**src/rtl/frame_scheduler.sv**
```systemverilog
`timescale 1ns/1ps
// Frame-synchronous game sequencer: owns the game FSM, issues game ticks at frame start, and keeps score/speed.
// Define NIGHT_CYCLE_EN to enable the day/night palette toggle every NIGHT_STEP points.
module frame_scheduler #(
    parameter int BASE_PERIOD  = 6,
    parameter int SPEED_MAX    = 4,
    parameter int SCORE_STEP   = 100,
    parameter int SCORE_MAX    = 9999,
    parameter int DEATH_FRAMES = 30,
    parameter int NIGHT_STEP   = 500
) (
    input  logic        clk,
    input  logic        rst,
    input  logic        vs,
    input  logic        start,
    input  logic        jump,
    input  logic        collision,
    output logic        game_tick,
    output logic [1:0]  state,
    output logic [13:0] score,
    output logic [2:0]  speed,
    output logic        freeze,
    output logic        night
);

    localparam int CNT_MAX = (BASE_PERIOD > DEATH_FRAMES) ? BASE_PERIOD : DEATH_FRAMES;
    localparam int CW      = $clog2(CNT_MAX + 1);
    localparam int SW      = $clog2(SCORE_STEP + 1);

    if (BASE_PERIOD <= SPEED_MAX || NIGHT_STEP < 1) begin : g_bad_cfg
        $error("frame_scheduler: BASE_PERIOD must exceed SPEED_MAX and NIGHT_STEP must be positive");
    end

    typedef enum logic [1:0] {
        IDLE    = 2'd0,
        RUNNING = 2'd1,
        DYING   = 2'd2,
        OVER    = 2'd3
    } state_e;

    state_e          state_q, state_d;
    logic            vs_q, start_q, jump_q;
    logic [CW-1:0]   frame_cnt_q, frame_cnt_d;
    logic [SW-1:0]   step_cnt_q, step_cnt_d;
    logic [13:0]     score_q, score_d;
    logic [2:0]      speed_q, speed_d;
    logic            tick_q, tick_d;
    logic            freeze_q;

    logic            frame_start, start_rise, jump_rise;
    logic            restart, tick_due, advance;
    logic [CW-1:0]   tick_last;

    assign frame_start = vs_q & ~vs;
    assign start_rise  = start & ~start_q;
    assign jump_rise   = jump & ~jump_q;
    assign tick_last   = CW'(BASE_PERIOD - 1) - CW'(speed_q);

    assign restart  = ((state_q == IDLE) || (state_q == OVER)) && (start_rise || jump_rise);
    // Collision outranks a due tick, so a fatal frame never scores.
    assign tick_due = (state_q == RUNNING) && !collision && frame_start && (frame_cnt_q == tick_last);
    assign advance  = tick_due && (score_q != 14'(SCORE_MAX));

    always_comb begin
        state_d     = state_q;
        frame_cnt_d = frame_cnt_q;
        step_cnt_d  = step_cnt_q;
        score_d     = score_q;
        speed_d     = speed_q;
        tick_d      = 1'b0;
        case (state_q)
            IDLE, OVER: begin
                if (restart) begin
                    state_d     = RUNNING;
                    frame_cnt_d = '0;
                    step_cnt_d  = '0;
                    score_d     = '0;
                    speed_d     = '0;
                end
            end
            RUNNING: begin
                if (collision) begin
                    state_d     = DYING;
                    frame_cnt_d = '0;
                end else if (frame_start) begin
                    if (tick_due) begin
                        tick_d      = 1'b1;
                        frame_cnt_d = '0;
                    end else begin
                        frame_cnt_d = frame_cnt_q + CW'(1);
                    end
                end
                if (advance) begin
                    score_d = score_q + 14'd1;
                    if (step_cnt_q == SW'(SCORE_STEP - 1)) begin
                        step_cnt_d = '0;
                        if (speed_q < 3'(SPEED_MAX)) begin
                            speed_d = speed_q + 3'd1;
                        end
                    end else begin
                        step_cnt_d = step_cnt_q + SW'(1);
                    end
                end
            end
            DYING: begin
                if (frame_start) begin
                    if (frame_cnt_q == CW'(DEATH_FRAMES - 1)) begin
                        state_d     = OVER;
                        frame_cnt_d = '0;
                    end else begin
                        frame_cnt_d = frame_cnt_q + CW'(1);
                    end
                end
            end
            default: state_d = IDLE;
        endcase
    end

    // Edge-detect copies always track their inputs, so levels held through reset never look like edges.
    always_ff @(posedge clk) begin
        vs_q    <= vs;
        start_q <= start;
        jump_q  <= jump;
        if (rst) begin
            state_q     <= IDLE;
            frame_cnt_q <= '0;
            step_cnt_q  <= '0;
            score_q     <= '0;
            speed_q     <= '0;
            tick_q      <= 1'b0;
            freeze_q    <= 1'b1;
        end else begin
            state_q     <= state_d;
            frame_cnt_q <= frame_cnt_d;
            step_cnt_q  <= step_cnt_d;
            score_q     <= score_d;
            speed_q     <= speed_d;
            tick_q      <= tick_d;
            freeze_q    <= (state_d != RUNNING);
        end
    end

`ifdef NIGHT_CYCLE_EN
    localparam int NW = $clog2(NIGHT_STEP + 1);

    logic [NW-1:0] night_cnt_q, night_cnt_d;
    logic          night_q, night_d;

    always_comb begin
        night_cnt_d = night_cnt_q;
        night_d     = night_q;
        if (restart) begin
            night_cnt_d = '0;
            night_d     = 1'b0;
        end else if (advance) begin
            if (night_cnt_q == NW'(NIGHT_STEP - 1)) begin
                night_cnt_d = '0;
                night_d     = ~night_q;
            end else begin
                night_cnt_d = night_cnt_q + NW'(1);
            end
        end
    end

    always_ff @(posedge clk) begin
        if (rst) begin
            night_cnt_q <= '0;
            night_q     <= 1'b0;
        end else begin
            night_cnt_q <= night_cnt_d;
            night_q     <= night_d;
        end
    end

    assign night = night_q;
`else
    assign night = 1'b0;
`endif

    assign game_tick = tick_q;
    assign state     = state_q;
    assign score     = score_q;
    assign speed     = speed_q;
    assign freeze    = freeze_q;

endmodule
```
**config.mk**
```make
export PLATFORM = sky130hd
export DESIGN_NAME = frame_scheduler
export DESIGN_NICKNAME = d
export VERILOG_FILES = /design/src/rtl/frame_scheduler.sv
export SDC_FILE = /design/constraint.sdc
export NUM_CORES = 1
export LEC_CHECK = 0
export CORE_UTILIZATION = 37
export CTS_BUF_LIST = sky130_fd_sc_hd__clkbuf_16
export CTS_CLUSTER_DIAMETER = 40
export DETAILED_ROUTE_END_ITERATION = 8
export GPL_TIMING_DRIVEN = 1
export PLACE_DENSITY = 0.68
export SLEW_MARGIN = 15
export SYNTH_ARGS = -nofsm -noshare
export SYNTH_HDL_FRONTEND = slang
export SYNTH_SLANG_ARGS = --single-unit
```
**constraint.sdc**
```tcl
create_clock -name clk -period 2.3 [get_ports clk]
set_input_delay 0.23 -clock clk [delete_from_list [all_inputs] [get_ports clk]]
set_output_delay 0.23 -clock clk [all_outputs]
set_load 0.01 [all_outputs]
```
# Word level (Yosys, flattened, before mapping)
# Index checks and enable logic that the tools add are counted.
word_totals:
  register_bits: 36
  input_bits: 6
  out_inout_bits: 22
classes:
  addsub: 5
  order_cmp: 1
  n_eq_ne: 14
  muxes: 25
  bitwise_logic: 8
  n_reduce_logical: 15
ops:
  columns: ["cell", "count"]
  rows:
  - ["two-way mux 5 bit", 6]
  - ["two-way mux 14 bit", 2]
  - ["case mux 14 bit (2 select lines)", 1]
  - ["two-way mux 7 bit", 3]
  - ["case mux 5 bit (3 select lines)", 1]
  - ["adder 14 x 1 -> 14 bit (second input constant)", 1]
  - ["!= test 14 bit (second input constant)", 1]
  - ["case mux 7 bit (2 select lines)", 1]
  - ["two-way mux 3 bit", 4]
  - ["two-way mux 2 bit", 4]
  - ["adder 7 x 1 -> 7 bit (second input constant)", 1]
  - ["equality test 7 bit (second input constant)", 1]
  - ["!= test 2 x 1 -> 1 bit (second input constant)", 3]
  - ["!= test 2 bit (second input constant)", 3]
  - ["case mux 2 bit (3 select lines)", 1]
  - ["case mux 3 bit (2 select lines)", 1]
  - ["AND reduction 3 bit", 2]
  - ["adder 5 x 1 -> 5 bit (second input constant)", 1]
  - ["equality test 5 bit", 1]
  - ["equality test 5 bit (second input constant)", 1]
  - ["logical AND 1 bit", 5]
  - ["inverter 1 bit", 5]
  - ["AND reduction 5 bit", 1]
  - ["equality test 2 bit (second input constant)", 2]
  - ["13 further kinds", 16]

# Logic depth before layout (Yosys ltp)
# Gate-level depths: netlist (run 1).
depth:
  depth_word: 8
  ltp_mapped: 9

# Worst setup path after synthesis (run 1)
# No wires, ideal clock.
synth_timing:
  path_type: "register -> register"
  startpoint: "register state_q[0], in the netlist state[0]"
  endpoint: "register score_q[9], in the netlist score[9]"
  required_time_ps: 2226
  n_path_buf: 2
  path_stages_with_launch: 9
  setup_ps: 74
  t_arrival_ps: 2241
  slack_ps: -16
  path_cell_list: "dfxtp_1 inv_1 ha_1 clkbuf_1 a31oi_1 and4_2 buf_2 or4b_2 a31oi_1"
synth_between:
  elab_chain_cells: 7
  elab_cells_between_ends: 15
synth_rtl:
  columns: ["item", "line", "source"]
  rows:
  - ["start: declaration", "41", "state_e state_q, state_d;"]
  - ["start signal: assignment", "133", "state_q <= state_d;"]
  - ["equality test 2 x 1 -> 1 bit", "61, 71", null]
  - ["logical AND 1 bit (3 in a row)", "61", "assign tick_due = (state_q == RUNNING) && !collision && frame_start && (frame_cnt_q == tick_last);"]
  - ["logical AND 1 bit", "62", "assign advance = tick_due && (score_q != 14'(SCORE_MAX));"]
  - ["!= test 2 bit (no line)", null, null]
  - ["AND reduction 3 bit (no line)", null, null]
  - ["end signal: assignment", "136", "score_q <= score_d;"]
  - ["end: declaration", "45", "logic [13:0] score_q, score_d;"]
# Parallel ways exist; a longest one is shown, timed or not.
# A chain may end at the register's enable or synchronous reset.

# Final worst setup path (run 1)
# Same ends and word-level chain as after synthesis.

==> results of run 1 <==
## flip-flops by register name, summed over array words and instances, names as in the netlist
register,flops
state,2
start_q,1
score,14
frame_cnt_q,5
freeze,1
speed,3
game_tick,1
jump_q,1
step_cnt_q,7
vs_q,1
## final timing paths
path              cells after the start     startpoint             to
setup reg to reg                      6       state[0]       score[9]
hold / removal                        1          start        start_q
hold reg to reg                       2  step_cnt_q[1]  step_cnt_q[1]
setup / recovery                      6       state[0]       score[9]
## layer usage
metal	vias to the layer above	GRT usage (%)
met5	-	0
met4	0	7.500
met3	6	3.593
met2	65	32.18
met1	950	24.32
li1	1000	-
## layout by cell type (no fill, tap or decap), types with 3 or more instances in the layout
master | synthesis | routed
or3_1 | 7 | 7
o21ai_0 | 12 | 12
or4_1 | 5 | 5
a41oi_1 | 3 | 3
nand2b_1 | 7 | 7
o31ai_1 | 4 | 4
xor2_1 | 5 | 5
a21oi_1 | 15 | 15
nand4_1 | 4 | 4
o211ai_1 | 3 | 3
and2_1 | 4 | 4
dfxtp_1 | 36 | 35
nor4_1 | 3 | 3
a211oi_1 | 6 | 6
ha_1 | 8 | 8
a31oi_1 | 7 | 6
nand3_1 | 12 | 12
a311oi_1 | 9 | 9
nor3_1 | 6 | 6
nor2_1 | 7 | 6
clkbuf_16 | 0 | 5
clkdlybuf4s50_1 | 0 | 26
inv_1 | 11 | 12
nand2_1 | 21 | 21
buf_4 | 1 | 24
and3_1 | 6 | 6
## cell usage after synthesis, drive strengths merged (4+ instances only)
library cell,instances,area share (%)
clkbuf,7,1.3
nor3,6,1.5
a311oi,9,3.9
buf,5,1.9
ha,8,4.9
a21oi,15,3.7
or4,6,2.4
a211oi,6,2.2
nor2,8,1.6
nand2b,7,2.2
or3,7,2.2
nand4,4,1.2
and3,6,1.8
o31ai,4,1.5
xor2,5,2.2
dfxtp,36,35
and2,4,1.2
o21ai,12,3.0
inv,11,2.0
a31oi,8,3.2
nand3,12,3.0
nand2,21,3.9
## power by group
part	internal, mW	total (mW)	leakage, nW	switching (mW)
clock network	0.389	0.630	0.0709	0.242
logic	0.172	0.453	0.572	0.282
registers	0.645	0.658	0.292	0.0127
total	1.21	1.74	0.935	0.536
## kinds of logic (layout without fill, tap and decap cells)
kind of cell / after synthesis / count (layout) / synth area share (%)
XOR/XNOR: 6 / 6 / 2.586
buffers and inverters: 23 / 68 / 5.234
adder cells (fa/ha/maj): 8 / 8 / 4.926
AND/OR/NAND/NOR: 93 / 93 / 26.05
AO/OA/AOI/OAI: 71 / 71 / 25.06
flip-flops: 36 / 36 / 35.47
other: 1 / 1 / 0.1846
multiplexers: 1 / 1 / 0.4926
## worst reg2reg max path: stages, from the launching register on
cell,delay (ps)
dfxtp_2,350
inv_1,50
ha_1,420
a31oi_2,250
and4_2,270
or4b_2,580
a31oi_1,200
## area by class of cell
cell class / instances / area share, %
clock buffer: 5 / 4.742
clock inverter: 2 / 0.3319
inverter: 11 / 1.565
multi-input combinational: 180 / 45.99
sequential: 36 / 27.36
tap: 70 / 3.319
timing repair buffer: 50 / 16.69
## metrics by stage
step,cells,utilization [%],TNS (ps),hold slack (ps)
after floorplan,239,-,0,257.7
final,354,50.70,0,423.1
after global placement,346,47.93,0,477.3
after CTS,353,50.50,0,420.3
after global routing,354,50.70,0,435.1
after detailed placement,346,47.93,-90.89,486.3
## what timing repair did
action,CTS,global route
setup buffers,0,1
pin swaps,1,2
hold endpoints to repair,0,0
resized for setup,0,1
setup endpoints to repair,4,13
==> impl_metrics.ini, run 1 <==
[run_status]
outcome = finished clean

[setup_path]
crit_family = simple AND/OR/NAND/NOR gates
arrival_ps = 2410
path_cells = inv_1, ha_1, a31oi_2, and4_2, or4b_2, a31oi_1
cpPeakStageDelay_ps = 580
cp-end-kind = flip-flop
critical_path_buf_inv_count = 1
setup.worst_path.class = flip-flop to flip-flop
worst_ep_required_time_ps = 2500
slowest_stage = or4b_2
cp_max_fo = 9
r2r_setup_slack_ps = 90
start_kind = flip-flop

[routing]
wl_met3_um = 271
wl_per_cell_um = 14.64
drtAntennaViolNets = 0
drcViolationCount = 0
drt-total-wl_um = 5183
wl_met2_um = 2510
num_vias = 2021
wirelength_met1_um = 2342
first_pass_iters = 4
drt_iter0_drc = 152
top_layer = met4
viasPerCell = 5.709

[timing]
fin_crit_sh_pct = 96.02
worst_slew_pin_slew_ps = 556.3
relSlewSlack_pct = 62.91
setup_viol = 0
fin_worst_skew_ps = 2.448
period_needed_ps = 2208
setup_ws_ps = 91.60
finalHoldViolCount = 0
fmax_mhz = 452.8
rsz0062_at_grt = false
slew_viol_final = 0

[global_route]
grt_antenna_before_repair = 0
grtUsageTotal_pct = 19.21
grt_pass1_vias = 1842
grt_max_degree = 20
grt_pass1_wl_um = 8949
gr-total-overflow = 0

[clock_tree]
cts_buffer_depth = 2
tritoncts = yes
cts_sinks = 36
postCtsHoldBufs = 0
cts_buffers = 5
insertion_delay_ps = 280
clk_transition_reported_paths_ps = 50
clock-root-buffer = clkbuf_16
htree_levels = 2

[layout]
area_growth_pct = 29.86
insertedDiodeCount = 0
design_area_um2 = 2639
seq_area_um2 = 721.9
fin_nets = 298
layout-drive-gt1-share_pct = 15.85
fill_cells = 526
multiInputGateArea_um2 = 1214

[synthesis]
syn_area_um2 = 2032
synth_area_per_cell_um2 = 8.502
yosysWarnings = 0
async_reset_ff_share_pct = 0
synth.distinct_cells = 53
ys_seq_area_share_pct = 35.47
syn-instance-count = 239
synth_edf_count = 0
synth-main-ff-cell = dfxtp_1
synth_nets = 253
synth-seq-cells = 36

[power]
peakVddDrop_mv = 0.4031
power.total_mw = 1.742
power_leakage_nw = 0.9354
power_density_nw_per_um2 = 660.1

[flow_run]
drv_cap = 0

[placement]
hpwl_um = 3778
dpl_cell_area_um2 = 2495
gp_congestion = 0.8433
io_buffers = 26
preCtsSetupSlack_ps = -47.60

[floorplan]
ios = 28
num_rows = 26
coreArea_um2 = 5205
initial_utilization_pct = 39.04
die_w_um = 76.11
die-area_um2 = 5792
die_h_um = 76.11

[hold_path]
min-delay-path-class = input port to flip-flop
No activity file was read; power rests on OpenSTA's default activity.
==> run 2, diff against run 1 <==
==> constraint.sdc (replaced) <==
create_clock -name clk -period 2.3 [get_ports clk]
set_input_delay 0.23 -clock clk [delete_from_list [all_inputs] [get_ports clk]]
set_output_delay 0.23 -clock clk [all_outputs]
set_load 0.05 [all_outputs]
==> impl_metrics.ini, run 2 (synthesized netlist as in run 1, its figures left out) <==
[run_status]
outcome = finished clean

[timing]
setup_ws_ps = 137.4
fmax_mhz = 462.4
fin_worst_skew_ps = 2.725
rsz0062_at_grt = false
relSlewSlack_pct = 61.42
slew_viol_final = 0
worst_slew_pin_slew_ps = 578.7
fin_crit_sh_pct = 94.03
hold_ws_ps = 427.2
period_needed_ps = 2163
finalHoldViolCount = 0
setup_viol = 0

[layout]
fill_cells = 527
fin_nets = 293
insertedDiodeCount = 0
largest_reg_flops = 14
multiInputGateArea_um2 = 1222
area_growth_pct = 30.05
seq_area_um2 = 752.0
layout-drive-gt1-share_pct = 18.21
final_common_cell = clkdlybuf4s50_1
final_cell_mix = clkdlybuf4s50_1 (26), dfxtp_1 (23), nand2_1 (21)

[clock_tree]
insertion_delay_ps = 280
tritoncts = yes
postCtsSetupBuffers = 0
cts_buffers = 5
clk_transition_reported_paths_ps = 50
ctsResizeCount = 0
clock-root-buffer = clkbuf_16
cts_buffer_depth = 2
cts_sinks = 36
htree_levels = 2

[power]
power_density_nw_per_um2 = 685.1
power.total_mw = 1.810
power_leakage_nw = 0.9131
peakVddDrop_mv = 0.4142

[routing]
wl_per_cell_um = 14.65
num_vias = 1977
first_pass_iters = 4
drt_iter0_drc = 124
drcViolationCount = 0
drtAntennaViolNets = 0
drt-total-wl_um = 5126
viasPerCell = 5.649

[floorplan]
ios = 28
die-area_um2 = 5792
num_rows = 26
die_h_um = 76.11
die_w_um = 76.11
coreArea_um2 = 5205
initial_utilization_pct = 39.04

[global_route]
grt_pass1_vias = 1867
grt_antenna_before_repair = 0
grt_max_degree = 18
grtUsageTotal_pct = 18.53
grt_pass1_wl_um = 8638
gr-total-overflow = 0

[setup_path]
worst_ep_required_time_ps = 2460
crit_family = simple AND/OR/NAND/NOR gates
cp_max_fo = 8
cpPeakStageDelay_ps = 570
slowest_stage = or4_4
start_kind = flip-flop
critical_path_buf_inv_count = 1
cp-end-kind = flip-flop
path_cells = or3_1, or4_4, and4_2, buf_4, a41oi_1, nand2_1
arrival_ps = 2330
setup.worst_path.class = flip-flop to flip-flop

[flow_run]
drv_cap = 0

[hold_path]
min-delay-path-class = input port to flip-flop

[placement]
preCtsSetupSlack_ps = 51.45
gp_congestion = 0.8743
hpwl_um = 3819
io_buffers = 26
## run 2: final timing paths
check            start         to  slack (ps)  depth (start not counted)
min reg2reg  score[13]  score[13]         490                          2
max reg2reg   score[6]   speed[1]         140                          6
min              start    start_q         430                          1
max           score[6]   speed[1]         140                          6
## run 2: routing by layer
layer / wire (µm) / global-route usage [%] / vias to the layer above
li1: - / - / 987
met5: 0 / 0 / -
met3: 132 / 3.713 / 10
met4: 90 / 6.154 / 0
met1: 2538 / 23.84 / 944
met2: 2364 / 30.91 / 36
## run 2: per-stage QoR
stage / utilization (%) / TNS, ps / cell area, µm² / instances
after detailed placement: 48.15 / 0 / 2506 / 342
after CTS: 50.77 / 0 / 2643 / 350
after floorplan: - / -10.58 / 2082 / 239
after global placement: 48.15 / 0 / 2506 / 342
final: 50.77 / 0 / 2643 / 350
after global routing: 50.77 / 0 / 2643 / 350
## run 2: final cells by class
type	instances	area share [%]
flip-flops and latches	36	28.46
clock buffers	5	4.735
inverters	11	1.563
multi-input cells	180	46.26
repair buffers	45	15.25
well taps	70	3.314
clock inverters	3	0.4261
## run 2: what timing repair did
item / in CTS / in global routing
setup endpoints to repair: 0 / 4
hold buffers: 0 / 0
hold endpoints to repair: 0 / 0
## run 2: power by group
part,internal [mW],switching [mW],total (mW)
Sequential,0.645,0.0157,0.661
Combinational,0.177,0.336,0.513
Clock,0.389,0.247,0.637
Total,1.21,0.599,1.81
## run 2: worst register-to-register path, cell delays in order, from the launching register on
cell and delay [ps]:
dfxtp_1 350, or3_1 390, or4_4 570, and4_2 260, buf_4 170, a41oi_1 220
nand2_1 80
==> run 3, diff against run 2 <==
Settings changed: ABC_CLOCK_PERIOD_IN_PS set to 2300.
==> results of run 3 <==
The final DEF is identical to that of run 2; final timing and power are the same.
